**src/rtl/action_sequencer_if.sv**
```systemverilog
// Command port between the script/decision logic and the action sequencer:
// a {func, target} command offered under a valid/ready handshake.
interface action_sequencer_if #(
  parameter int TGT_W = 8
);
  logic             cmd_valid;
  logic             cmd_ready;
  logic [1:0]       cmd_func;
  logic [TGT_W-1:0] cmd_target;

  modport master (output cmd_valid, output cmd_func, output cmd_target, input cmd_ready);
  modport slave  (input cmd_valid, input cmd_func, input cmd_target, output cmd_ready);
endinterface

```
**src/rtl/action_sequencer.sv**
```systemverilog
// Queued action driver: buffers {func, target} commands in a FIFO and runs each
// through a move phase (with watchdog) and a timed action strobe.
module action_sequencer #(
  parameter int TGT_W   = 8,
  parameter int DEPTH   = 4,
  parameter int HOLD    = 2,
  parameter int TIMEOUT = 255
) (
  input  logic                   clk,
  input  logic                   rst,
  input  logic                   en,
  input  logic                   abort,
  action_sequencer_if.slave      cmd,
  input  logic                   move_ready,
  output logic [TGT_W-1:0]       target_machine,
  output logic [4:0]             control_data,
  output logic                   busy,
  output logic                   done,
  output logic                   timeout_err,
  output logic [$clog2(DEPTH):0] fifo_count
);
  localparam int PTR_W = $clog2(DEPTH);
  localparam int CNT_W = PTR_W + 1;
  localparam int TMR_W = $clog2(TIMEOUT);
  localparam int HLD_W = (HOLD > 1) ? $clog2(HOLD) : 1;
  localparam logic [4:0] MOVE_BITS = 5'b10000;

  typedef enum logic [1:0] {
    S_IDLE = 2'd0,
    S_MOVE = 2'd1,
    S_ACT  = 2'd2
  } state_t;

  state_t           state_r;
  logic [1:0]       func_r;
  logic [TMR_W-1:0] timer_r;
  logic [HLD_W-1:0] hold_r;

  logic [TGT_W+1:0] mem_r [DEPTH];
  logic [PTR_W-1:0] wr_ptr_r;
  logic [PTR_W-1:0] rd_ptr_r;
  logic [CNT_W-1:0] count_r;

  logic             full_s;
  logic             push_s;
  logic             pop_s;
  logic [TGT_W+1:0] head_s;

  function automatic logic [4:0] action_bits(input logic [1:0] func);
    case (func)
      2'd0:    action_bits = 5'b00001;
      2'd1:    action_bits = 5'b00010;
      2'd2:    action_bits = 5'b00100;
      default: action_bits = 5'b01000;
    endcase
  endfunction

  assign full_s        = (count_r == CNT_W'(DEPTH));
  assign cmd.cmd_ready = !full_s;
  // An abort discards any push offered in the same cycle.
  assign push_s        = cmd.cmd_valid && !full_s && !abort;
  assign pop_s         = (state_r == S_IDLE) && en && (count_r != CNT_W'(0)) && !abort;
  assign head_s        = mem_r[rd_ptr_r];
  assign fifo_count    = count_r;

  // FIFO payload storage, written at the tail on every accepted push
  always_ff @(posedge clk) begin
    if (push_s) begin
      mem_r[wr_ptr_r] <= {cmd.cmd_func, cmd.cmd_target};
    end
  end

  // FIFO pointers and occupancy; pointers wrap naturally at power-of-two depth
  always_ff @(posedge clk) begin
    if (rst || abort) begin
      wr_ptr_r <= PTR_W'(0);
      rd_ptr_r <= PTR_W'(0);
      count_r  <= CNT_W'(0);
    end else begin
      if (push_s) begin
        wr_ptr_r <= wr_ptr_r + PTR_W'(1);
      end
      if (pop_s) begin
        rd_ptr_r <= rd_ptr_r + PTR_W'(1);
      end
      case ({push_s, pop_s})
        2'b10:   count_r <= count_r + CNT_W'(1);
        2'b01:   count_r <= count_r - CNT_W'(1);
        default: count_r <= count_r;
      endcase
    end
  end

  // Command FSM; outputs are loaded with the value belonging to the next state
  always_ff @(posedge clk) begin
    if (rst) begin
      state_r        <= S_IDLE;
      func_r         <= 2'd0;
      target_machine <= TGT_W'(0);
      timer_r        <= TMR_W'(0);
      hold_r         <= HLD_W'(0);
      control_data   <= 5'b00000;
      busy           <= 1'b0;
      done           <= 1'b0;
      timeout_err    <= 1'b0;
    end else if (abort) begin
      state_r      <= S_IDLE;
      timer_r      <= TMR_W'(0);
      hold_r       <= HLD_W'(0);
      control_data <= 5'b00000;
      busy         <= 1'b0;
      done         <= 1'b0;
      timeout_err  <= 1'b0;
    end else if (!en) begin
      control_data <= 5'b00000;
      done         <= 1'b0;
      timeout_err  <= 1'b0;
    end else begin
      done        <= 1'b0;
      timeout_err <= 1'b0;
      case (state_r)
        S_IDLE: begin
          if (pop_s) begin
            func_r         <= head_s[TGT_W+1:TGT_W];
            target_machine <= head_s[TGT_W-1:0];
            timer_r        <= TMR_W'(0);
            hold_r         <= HLD_W'(0);
            busy           <= 1'b1;
            // THROW needs no approach and strobes straight away
            if (head_s[TGT_W+1:TGT_W] == 2'd3) begin
              state_r      <= S_ACT;
              control_data <= action_bits(2'd3);
            end else begin
              state_r      <= S_MOVE;
              control_data <= MOVE_BITS;
            end
          end else begin
            control_data <= 5'b00000;
            busy         <= 1'b0;
          end
        end
        S_MOVE: begin
          if (move_ready) begin
            state_r      <= S_ACT;
            timer_r      <= TMR_W'(0);
            control_data <= action_bits(func_r);
          end else if (timer_r == TMR_W'(TIMEOUT - 1)) begin
            state_r      <= S_IDLE;
            timer_r      <= TMR_W'(0);
            control_data <= 5'b00000;
            busy         <= 1'b0;
            timeout_err  <= 1'b1;
          end else begin
            timer_r      <= timer_r + TMR_W'(1);
            control_data <= MOVE_BITS;
          end
        end
        S_ACT: begin
          if (hold_r == HLD_W'(HOLD - 1)) begin
            state_r      <= S_IDLE;
            hold_r       <= HLD_W'(0);
            control_data <= 5'b00000;
            busy         <= 1'b0;
            done         <= 1'b1;
          end else begin
            hold_r       <= hold_r + HLD_W'(1);
            control_data <= action_bits(func_r);
          end
        end
        default: begin
          state_r      <= S_IDLE;
          control_data <= 5'b00000;
          busy         <= 1'b0;
        end
      endcase
    end
  end
endmodule

```
**src/flat_wrapper.sv**
```systemverilog
// flat-port wrapper written by rule: the top's interface ports become plain ports
module action_sequencer_flat 
#(
  parameter int TGT_W   = 8,
  parameter int DEPTH   = 4,
  parameter int HOLD    = 2,
  parameter int TIMEOUT = 255
)
  (clk, rst, en, abort, move_ready, target_machine, control_data, busy, done, timeout_err, fifo_count, cmd_cmd_valid, cmd_cmd_func, cmd_cmd_target, cmd_cmd_ready);
  action_sequencer_if #(.TGT_W(TGT_W)) cmd_i ();
  input  logic clk;
  input  logic rst;
  input  logic en;
  input  logic abort;
  input  logic move_ready;
  output logic [TGT_W-1:0] target_machine;
  output logic [4:0] control_data;
  output logic busy;
  output logic done;
  output logic timeout_err;
  output logic [$clog2(DEPTH):0] fifo_count;
  input wire logic [$bits(cmd_i.cmd_valid)-1:0] cmd_cmd_valid;
  input wire logic [$bits(cmd_i.cmd_func)-1:0] cmd_cmd_func;
  input wire logic [$bits(cmd_i.cmd_target)-1:0] cmd_cmd_target;
  output wire logic [$bits(cmd_i.cmd_ready)-1:0] cmd_cmd_ready;
  assign cmd_i.cmd_valid = cmd_cmd_valid;
  assign cmd_i.cmd_func = cmd_cmd_func;
  assign cmd_i.cmd_target = cmd_cmd_target;
  assign cmd_cmd_ready = cmd_i.cmd_ready;
  action_sequencer #(.TGT_W(TGT_W), .DEPTH(DEPTH), .HOLD(HOLD), .TIMEOUT(TIMEOUT)) u_core (.clk(clk), .rst(rst), .en(en), .abort(abort), .cmd(cmd_i), .move_ready(move_ready), .target_machine(target_machine), .control_data(control_data), .busy(busy), .done(done), .timeout_err(timeout_err), .fifo_count(fifo_count));
endmodule
```
**config.mk**
```make
export PLATFORM = sky130hd
export DESIGN_NAME = action_sequencer_flat
export DESIGN_NICKNAME = d
export VERILOG_FILES = /design/src/rtl/action_sequencer_if.sv /design/src/rtl/action_sequencer.sv /design/src/flat_wrapper.sv
export SDC_FILE = /design/constraint.sdc
export NUM_CORES = 1
export LEC_CHECK = 0
export ABC_AREA = 1
export CAP_MARGIN = 20
export CORE_AREA = 2 2 86 88
export CTS_BUF_LIST = sky130_fd_sc_hd__clkbuf_8
export DETAILED_ROUTE_END_ITERATION = 16
export DIE_AREA = 0 0 88 90
export GPL_TIMING_DRIVEN = 0
export PLACE_DENSITY = 0.79
export SETUP_SLACK_MARGIN = 0.02
export SLEW_MARGIN = 20
export SYNTH_ARGS = -nofsm -noshare
export SYNTH_HDL_FRONTEND = slang
export SYNTH_SLANG_ARGS = --single-unit
export TNS_END_PERCENT = 20
```
**constraint.sdc**
```tcl
create_clock -name clk -period 3.6 [get_ports clk]
set_input_delay 0.72 -clock clk [delete_from_list [all_inputs] [get_ports clk]]
set_output_delay 0.72 -clock clk [all_outputs]
set_load 0.05 [all_outputs]
```
Word level (Yosys, flattened, before mapping) --
Memories as Yosys holds them, arrays and structs flattened. A register that Yosys moved wholly into a read port is not among the register bits. Index checks and enable logic that the tools add are counted.
Operators by class: $add $sub $neg 6, equality and inequality tests 14, muxes and demuxes 32, bitwise gates (word level) 4, reduce and logical (&&, ||, !) cells 23
Operator list (count):
- two-way mux 5 bit | 5
- two-way mux 8 bit | 3
- one-hot mux 8 bit (2 select lines) | 1
- one-hot mux 5 bit (3 select lines) | 1
- two-way mux 2 bit | 7
- one-hot mux 4 bit (3 select lines) | 1
- AND reduction 4 bit | 3
- two-way mux 1 bit | 10
- adder 8 x 1 -> 8 bit, second input constant | 1
- == test 2 bit, second input constant | 4
- == test 8 bit, second input constant | 1
- == test 2 x 1 -> 1 bit, second input constant | 3
- inequality test 2 x 1 -> 1 bit, second input constant | 3
- one-hot mux 2 bit (3 select lines) | 1
- one-hot mux 3 bit (2 select lines) | 1
- AND reduction 3 bit | 2
- nonzero test 2 bit | 3
- logical AND 1 bit | 5
- OR reduction 5 bit | 1
- adder 2 x 1 -> 2 bit, second input constant | 2
- zero test 2 bit | 2
- inverter 1 bit | 4
- OR reduction 4 bit | 1
- adder 3 x 1 -> 3 bit, second input constant | 1
- other kinds (12) | 13
Storage, ports and cells: register bits after elaboration 36, memory bits (writable) 40, input port bits 16, word-level logic and storage cells 92, memories kept 1
Memory list:
- u_core.mem_r | words 4, bits a word 10, read ports 1, clocked after Yosys merged registers in 1, write ports 1, RTL line action_sequencer.sv:39 | logic [TGT_W+1:0] mem_r [DEPTH];

Longest topological paths before layout --
Gate-level depths: netlist (run 1).
depth in word-level cells 6, depth in mapped cells 13, mapped depth without buffers 12

Worst setup path before layout (run 1) --
Ideal clock, no wire load.
kind register -> register, start point register u_core.count_r[2], in the netlist u_core.fifo_count[2], end point register u_core.count_r[2], in the netlist u_core.fifo_count[2], arrival time 2.554 ns, required time 3.478 ns, setup slack 0.924 ns, cell stages (with the launch flop) 10, buffers on the path 0, path through dfxtp_1 -> nand3_1 -> nand3_1 -> ha_1 -> inv_1 -> fa_1 -> a21oi_1 -> o21ai_0 -> o21ai_0 -> a21oi_1
Between the ends: cells in the longest elaborated chain, start to end 6, elaborated cells between the ends (all ways) 13
Ends and longest elaborated chain:
- start, declared | RTL line action_sequencer.sv:42 | logic [CNT_W-1:0] count_r;
- start signal, assigned | RTL line action_sequencer.sv:87 | 2'b10: count_r <= count_r + CNT_W'(1);
- start signal, assigned | RTL line action_sequencer.sv:88 | 2'b01: count_r <= count_r - CNT_W'(1);
- start signal, assigned | RTL line action_sequencer.sv:89 | default: count_r <= count_r;
- == test 3 bit (*) | RTL line action_sequencer.sv:58 | assign full_s = (count_r == CNT_W'(DEPTH));
- zero test 1 bit (*)
- net cmd_cmd_ready | RTL line flat_wrapper.sv:25 | output wire logic [$bits(cmd_i.cmd_ready)-1:0] cmd_cmd_ready;
- logical AND 1 bit (*) (2 in series) | RTL line action_sequencer.sv:61 | assign push_s = cmd.cmd_valid && !full_s && !abort;
- == test 2 x 1 -> 1 bit / == test 2 bit (equally long branches) | RTL line action_sequencer.sv:86 | case ({push_s, pop_s})
- one-hot mux 3 bit (2 select lines) / nonzero test 2 bit (equally long branches)
The timed path passes the listed nets; every way through them passes the cells marked *. A chain may end at the register's enable or synchronous reset.

Worst setup path after layout (run 1) --
start point input en, end point register u_core.count_r[2], in the netlist u_core.fifo_count[2]
Between the ends: cells in the longest elaborated chain, start to end 5, elaborated cells between the ends (all ways) 7
Ends and longest elaborated chain:
- start, declared | RTL line flat_wrapper.sv:13 | input logic en;
- logical AND 1 bit (*) (3 in series) | RTL line action_sequencer.sv:62 | assign pop_s = (state_r == S_IDLE) && en && (count_r != CNT_W'(0)) && !abort;
- == test 2 x 1 -> 1 bit / == test 2 bit (equally long branches) | RTL line action_sequencer.sv:86
- one-hot mux 3 bit (2 select lines) / nonzero test 2 bit (equally long branches)
Mark *: on every way between the ends. The rest lies on a longest branch, timed or not.

==> run summary, run 1 <==
Status = complete, no violations
Clock transition at path regs = 0.09 ns
Setup Buffers After CTS = 0
H-tree level count = 3
Tot GR Track Use = 0.1779
Core ar. = 7020 um2
Port Buffers = 35
Area growth, synth to finish = 20.07%
Initial Util = 0.4680
Sequential cell area fraction in the yosys report = 0.5971
I/O pins = 36
Die W = 88 um
Vias post-DR = 2466
Final ANT Viol Nets = 0
WL/cell = 13.37 um
Root Driver = clkbuf_8
Clock Latency Late Sink = 0.36 ns
Post-synthesis instance total = 346
Type of the worst setup path = primary input to flop
DP HPWL = 4.615 mm
Crit-path cells = clkdlybuf4s50_1, nand2_2, nor2_4, nand2_4, inv_1, buf_4, ha_1, inv_1, fa_1, a21oi_1, o21ai_0, o21ai_0, a21oi_1
Clock sink total = 78
Endpoints failing setup = 0
Hold Crit Class = flop to flop
Post-cts sizing count = 0
Syn nets = 370
DR vias/cell = 4.972
Max clock buf depth = 2
Bufs and invs on worst path = 4
Max_cap viols = 0
# hold bufs at CTS = 0
First-pass GRT wire length = 10.96 mm
Die height = 90 um
Layout Nets = 416
Core Util, Final = 0.5619
Die ar. = 7920 um2
Total iterations of the first detailed-routing run = 5
Final Max Slew Viols = 0
Netlist Area Pre-Place = 3286 um2
Worst vdd ir = 0.0002613 V
Initial antenna violation count = 0
Row count = 31
Worst-Margin Slew = 0.9711 ns
Diode count = 0
CTS Buf Count = 9
Tmin final = 2.822 ns
Vias in the first global route = 2480
Crit Path Max Fanout = 10
Slew margin rel. = 0.3502
Slowest cell on crit path = clkdlybuf4s50_1
Worst Skew = 0.01425 ns
Crit share post-route = 0.7839
CP arrival = 3.06 ns
CP startpoint kind = primary input
CP peak stage delay = 0.60 ns
Cell family with most CP delay = buffers and inverters
Worst setup EP type = flop
CTS tree = built
Setup_tns = 0 ns
Global route overflow = 0
Layout cells sized above 1 = 0.1058
Yosys cell types = 30
PnR Total Power = 1.678 mW
Critical path data required time = 3.84 ns
DRT Wirelength = 6.632 mm
Fin. Hold Viols = 0
Leak = 1.465 nW
Power Density = 425.4 nW/um2
DRC = 0
Syn avg cell area = 9.496 um2
Filler cell count in the final layout = 589
Global placement routability congestion = 0.8246
Ys Warns = 0
Max Freq = 354.4 MHz
Hold_ws = 0.4700 ns
Iteration-0 DRC Markers = 113
Pin count of the biggest net entering global routing = 17
Flops & latches, synth = 78
RSZ-0062 raised after global routing = false
## through the flow
stage | worst slack, ns | instance area [um2] | std cells
detailed placement | 0.4628 | 3760 | 480
finish | 0.7780 | 3945 | 496
global route | 0.6108 | 3945 | 496
global placement | 0.5139 | 3760 | 480
floorplan | 0.9243 | 3286 | 346
CTS | 0.8263 | 3945 | 496
## flip-flops by register name, summed over array words and instances, names as in the netlist, named ones only
| signal | count |
|---|---|
| u_core.fifo_count | 3 |
| u_core.done | 1 |
| u_core.timeout_err | 1 |
| u_core.target_machine | 8 |
| u_core.busy | 1 |
| u_core.func_r | 2 |
| u_core.timer_r | 8 |
| u_core.wr_ptr_r | 2 |
| u_core.hold_r | 1 |
| u_core.mem_r | 40 |
| u_core.control_data | 5 |
| u_core.rd_ptr_r | 2 |
| u_core.state_r | 2 |
## cell usage after synthesis
master    number  area, um2
nor2_1        57      214.0
nand2_1       48      180.2
inv_1         41      153.9
edfxtp_1      40       1201
dfxtp_1       38      760.7
o21ai_0       35      175.2
nand3_1       19      95.09
a21oi_1       15      75.07
o22ai_1        8      50.05
ha_1           7      87.58
buf_2          5      25.02
inv_2          4      15.01
nand2_2        4      25.02
nand2_4        3      33.78
nand4_1        2      12.51
nor2_2         2      12.51
nor3_1         2      10.01
nor4_1         2      12.51
o21ai_2        2      17.52
o21bai_2       2      22.52
a211oi_1       1      7.510
a31oi_1        1      6.260
buf_4          1      7.510
buf_8          1      15.01
clkbuf_1       1      3.750
fa_1           1      20.02
nor2_4         1      11.26
nor3b_1        1      7.510
o21bai_4       1      18.77
xor2_1         1      8.760
## layout by cell type (no fill, tap or decap), types with 2 or more instances in the layout
cell / n
nand2_4: 3
buf_2: 5
nor4_1: 2
clkinvlp_4: 2
inv_1: 41
nand2_2: 4
ha_1: 7
dfxtp_1: 38
nor2_2: 2
clkbuf_8: 9
nor3_1: 2
o21bai_2: 2
nand2_1: 48
nor2_1: 57
nand4_1: 2
a21oi_1: 15
o22ai_1: 8
edfxtp_1: 40
o21ai_0: 35
inv_6: 3
inv_2: 4
clkdlybuf4s50_1: 35
nand3_1: 19
o21ai_2: 2
## worst min-delay path: cells and delay by family, from the launching register on
family	cells	cell delay [ns]
AND/OR/NAND/NOR	1	0.06
AO/OA/AOI/OAI	1	0.05
flip-flops	1	0.32
## logic make-up after synthesis
logic type	count (synthesis)	synth area share
AOI/OAI and AO/OA	65	0.1135
buffers and inverters	53	0.06702
and+or+nand+nor	141	0.1870
xor gates and xnor gates	1	0.002666
DFF	78	0.5971
adders and majority gates	8	0.03275
## routing by layer
layer	global-route usage	up-vias	wire (um)
met5	0	-	0
met2	0.2967	54	3391
met4	0.07692	0	122
met3	0.03857	11	231
li1	-	1239	-
met1	0.2185	1162	2887
## report_power, final
part | internal (mW) | total [mW] | switching [mW]
Sequential | 0.947 | 0.954 | 0.00654
Clock | 0.263 | 0.620 | 0.357
Combinational | 0.0383 | 0.104 | 0.0658
Total | 1.25 | 1.68 | 0.429
## layout make-up
type | count | area (um2) | share of cell area
clock buffers | 9 | 123.9 | 0.03140
well taps | 99 | 123.9 | 0.03140
repair buffers | 35 | 350.3 | 0.08880
flip-flops and latches | 78 | 1962 | 0.4973
multi-input cells | 215 | 1104 | 0.2797
clock inverters | 7 | 61.31 | 0.01554
plain buffers | 8 | 51.30 | 0.01300
inverters | 45 | 168.9 | 0.04282
## path summary, 6_finish.rpt
check | start | end | slack (ns) | depth (start not counted)
hold reg to reg | u_core.busy$_SDFFE_PP0P_ | u_core.busy$_SDFFE_PP0P_ | 0.47 | 2
hold / removal | u_core.busy$_SDFFE_PP0P_ | u_core.busy$_SDFFE_PP0P_ | 0.47 | 2
setup / recovery | en | u_core.fifo_count[2]$_SDFFE_PP0P_ | 0.78 | 13
setup reg to reg | u_core.state_r[1]$_SDFFE_PP0P_ | u_core.fifo_count[2]$_SDFFE_PP0P_ | 1.32 | 13
(Power assumes the default switching activity.)
==> run 2, diff against run 1 <==
- clock period: 3.6 -> 2.9 ns (I/O delays scaled with it)
==> results of run 2 <==
The final DEF is identical to that of run 1. Status: complete, no violations.
Among the figures that moved: setup slack after placement 0.4628 ns -> -0.09721 ns; setup slack after layout 0.7780 ns -> 0.2180 ns; register-to-register setup slack 1.32 ns -> 0.62 ns; total power 1.678 mW -> 2.083 mW; worst IR drop on VDD 0.0002613 V -> 0.0003244 V
==> run 3, diff against run 2 <==
- CORE_AREA: 2 2 86 88 -> 2 2 78 98
- DIE_AREA: 0 0 88 90 -> 0 0 80 100
- PLACE_DENSITY: 0.79 -> 0.78
- SLEW_MARGIN: 20 -> default
==> run 3 against run 2 <==
  * Fmax decreased by 0.91%
  * Cell count decreased by 1.4%
  * Critical path type unchanged
  * Highest routed layer unchanged
  * Global-route usage increased by 0.31 points
==> run summary, run 3 (synthesis results as in run 1) <==
Pin count of the biggest net entering global routing = 15
Hold Crit Class = flop to flop
Power Density = 550.5 nW/um2
Final ANT Viol Nets = 0
Die W = 80 um
Final Max Slew Viols = 0
Die height = 100 um
Worst vdd ir = 0.0004299 V
Worst Skew = 0.01136 ns
Post-cts sizing count = 0
DRT Wirelength = 6.675 mm
Port Buffers = 35
Total iterations of the first detailed-routing run = 5
Critical path data required time = 3.14 ns
Tot GR Track Use = 0.1810
Top flop regs = u_core.mem_r: 40 flops, u_core.target_machine: 8 flops, u_core.timer_r: 8 flops
CTS Buf Count = 9
Global route overflow = 0
DR vias/cell = 5.027
Biggest register = u_core.mem_r
Root Driver = clkbuf_8
Initial Util = 0.4575
Hold_ws = 0.4666 ns
Dpl ws = -0.1683 ns
First-pass GRT wire length = 11.01 mm
Layout Nets = 416
Row count = 35
Max_cap viols = 0
RSZ-0062 raised after global routing = false
DP HPWL = 4.550 mm
Fin. Hold Viols = 0
Initial antenna violation count = 0
Vias post-DR = 2458
# hold bufs at CTS = 0
Iteration-0 DRC Markers = 152
Global placement routability congestion = 0.8818
I/O pins = 36
Tmin final = 2.707 ns
CTS tree = built
Vias in the first global route = 2476
WL/cell = 13.65 um
Core ar. = 7182 um2
Max Freq = 369.5 MHz
Area growth, synth to finish = 20.72%
CP peak stage delay = 0.59 ns
Setup Buffers After CTS = 0
Cell family with most CP delay = buffers and inverters
Layout cells sized above 1 = 0.1008
Endpoints failing setup = 0
Type of the worst setup path = primary input to flop
Status = complete, no violations
Max clock buf depth = 2
Diode count = 0
Worst setup EP type = flop
Slew margin rel. = 0.3065
Slowest cell on crit path = clkdlybuf4s50_1
CP arrival = 2.95 ns
Max reg flops = 40
Worst-Margin Slew = 1.036 ns
Clock transition at path regs = 0.08 ns
Die ar. = 8000 um2
Clock Latency Late Sink = 0.35 ns
Most frequent cells in the layout = 57 x nor2_1, 48 x nand2_1, 42 x inv_1
CP startpoint kind = primary input
Crit Path Max Fanout = 10
Crit-path cells = clkdlybuf4s50_1, nand2_2, nor2_4, nand2_4, inv_1, buf_4, ha_1, inv_1, fa_1, a21oi_1, o21ai_0, o21ai_0, a21oi_1
Bufs and invs on worst path = 4
Crit share post-route = 0.9333
Clock sink total = 78
DRC = 0
Most common cell after layout, fill and taps aside = nor2_1
Final setup margin = 0.1934 ns
Leak = 1.481 nW
H-tree level count = 3
==> run 3: worst reg2reg max path: stages, from the launching register on <==
cell and delay, ns:
dfxtp_1 0.38, inv_2 0.10, nand2_2 0.07, nor2_4 0.10
nand2_4 0.07, inv_1 0.16, buf_4 0.22, ha_1 0.16
inv_1 0.07, fa_1 0.38, a21oi_1 0.16, o21ai_0 0.12
o21ai_0 0.17, a21oi_1 0.05
==> run 3: power by group <==
group	leakage (nW)	switching [mW]	internal, mW
Combinational	0.706	0.0810	0.0476
Clock	0.104	0.391	0.480
Sequential	0.670	0.00786	1.18
==> run 3: layout make-up <==
| type | instances | area, um2 |
|---|---|---|
| flip-flops and latches | 78 | 1962 |
| repair buffers | 35 | 350.3 |
| plain buffers | 8 | 51.30 |
| fillers | 626 | 3216 |
| clock inverters | 7 | 91.34 |
| inverters | 45 | 168.9 |
| well taps | 92 | 115.1 |
| clock buffers | 9 | 123.9 |
| multi-input cells | 215 | 1104 |
==> run 3: path summary, 6_finish.rpt <==
check,startpoint,to,slack (ns),cells after the start
setup / recovery,en,u_core.fifo_count[2]$_SDFFE_PP0P_,0.19,13
hold / removal,u_core.func_r[1]$_SDFFE_PP0P_,u_core.control_data[2]$_SDFF_PP0_,0.47,2
setup reg to reg,u_core.state_r[1]$_SDFFE_PP0P_,u_core.fifo_count[2]$_SDFFE_PP0P_,0.59,13
hold reg to reg,u_core.func_r[1]$_SDFFE_PP0P_,u_core.control_data[2]$_SDFF_PP0_,0.47,2
==> run 3: per-layer routing <==
metal  track usage  share of wire  vias up
met3       0.04856          0.052       11
met2        0.3090           0.52       73
met5             0              0        -
li1              -              -     1240
met4       0.08475          0.016        0
met1        0.2096           0.41     1134
==> run 3: metrics by stage <==
| stage | instance area, um2 | power [mW] | utilization | setup TNS (ns) | std cells |
|---|---|---|---|---|---|
| 2_1_floorplan | 3286 | 1.282 | - | 0 | 346 |
| 3_3_place_gp | 3751 | 1.333 | 0.5223 | -0.09119 | 473 |
| 3_5_place_dp | 3751 | 1.338 | 0.5223 | -0.1683 | 473 |
| 4_1_cts | 3966 | 2.199 | 0.5523 | 0 | 489 |
| 5_1_grt | 3966 | 2.263 | 0.5523 | 0 | 489 |
| 6_report | 3966 | 2.183 | 0.5523 | 0 | 489 |
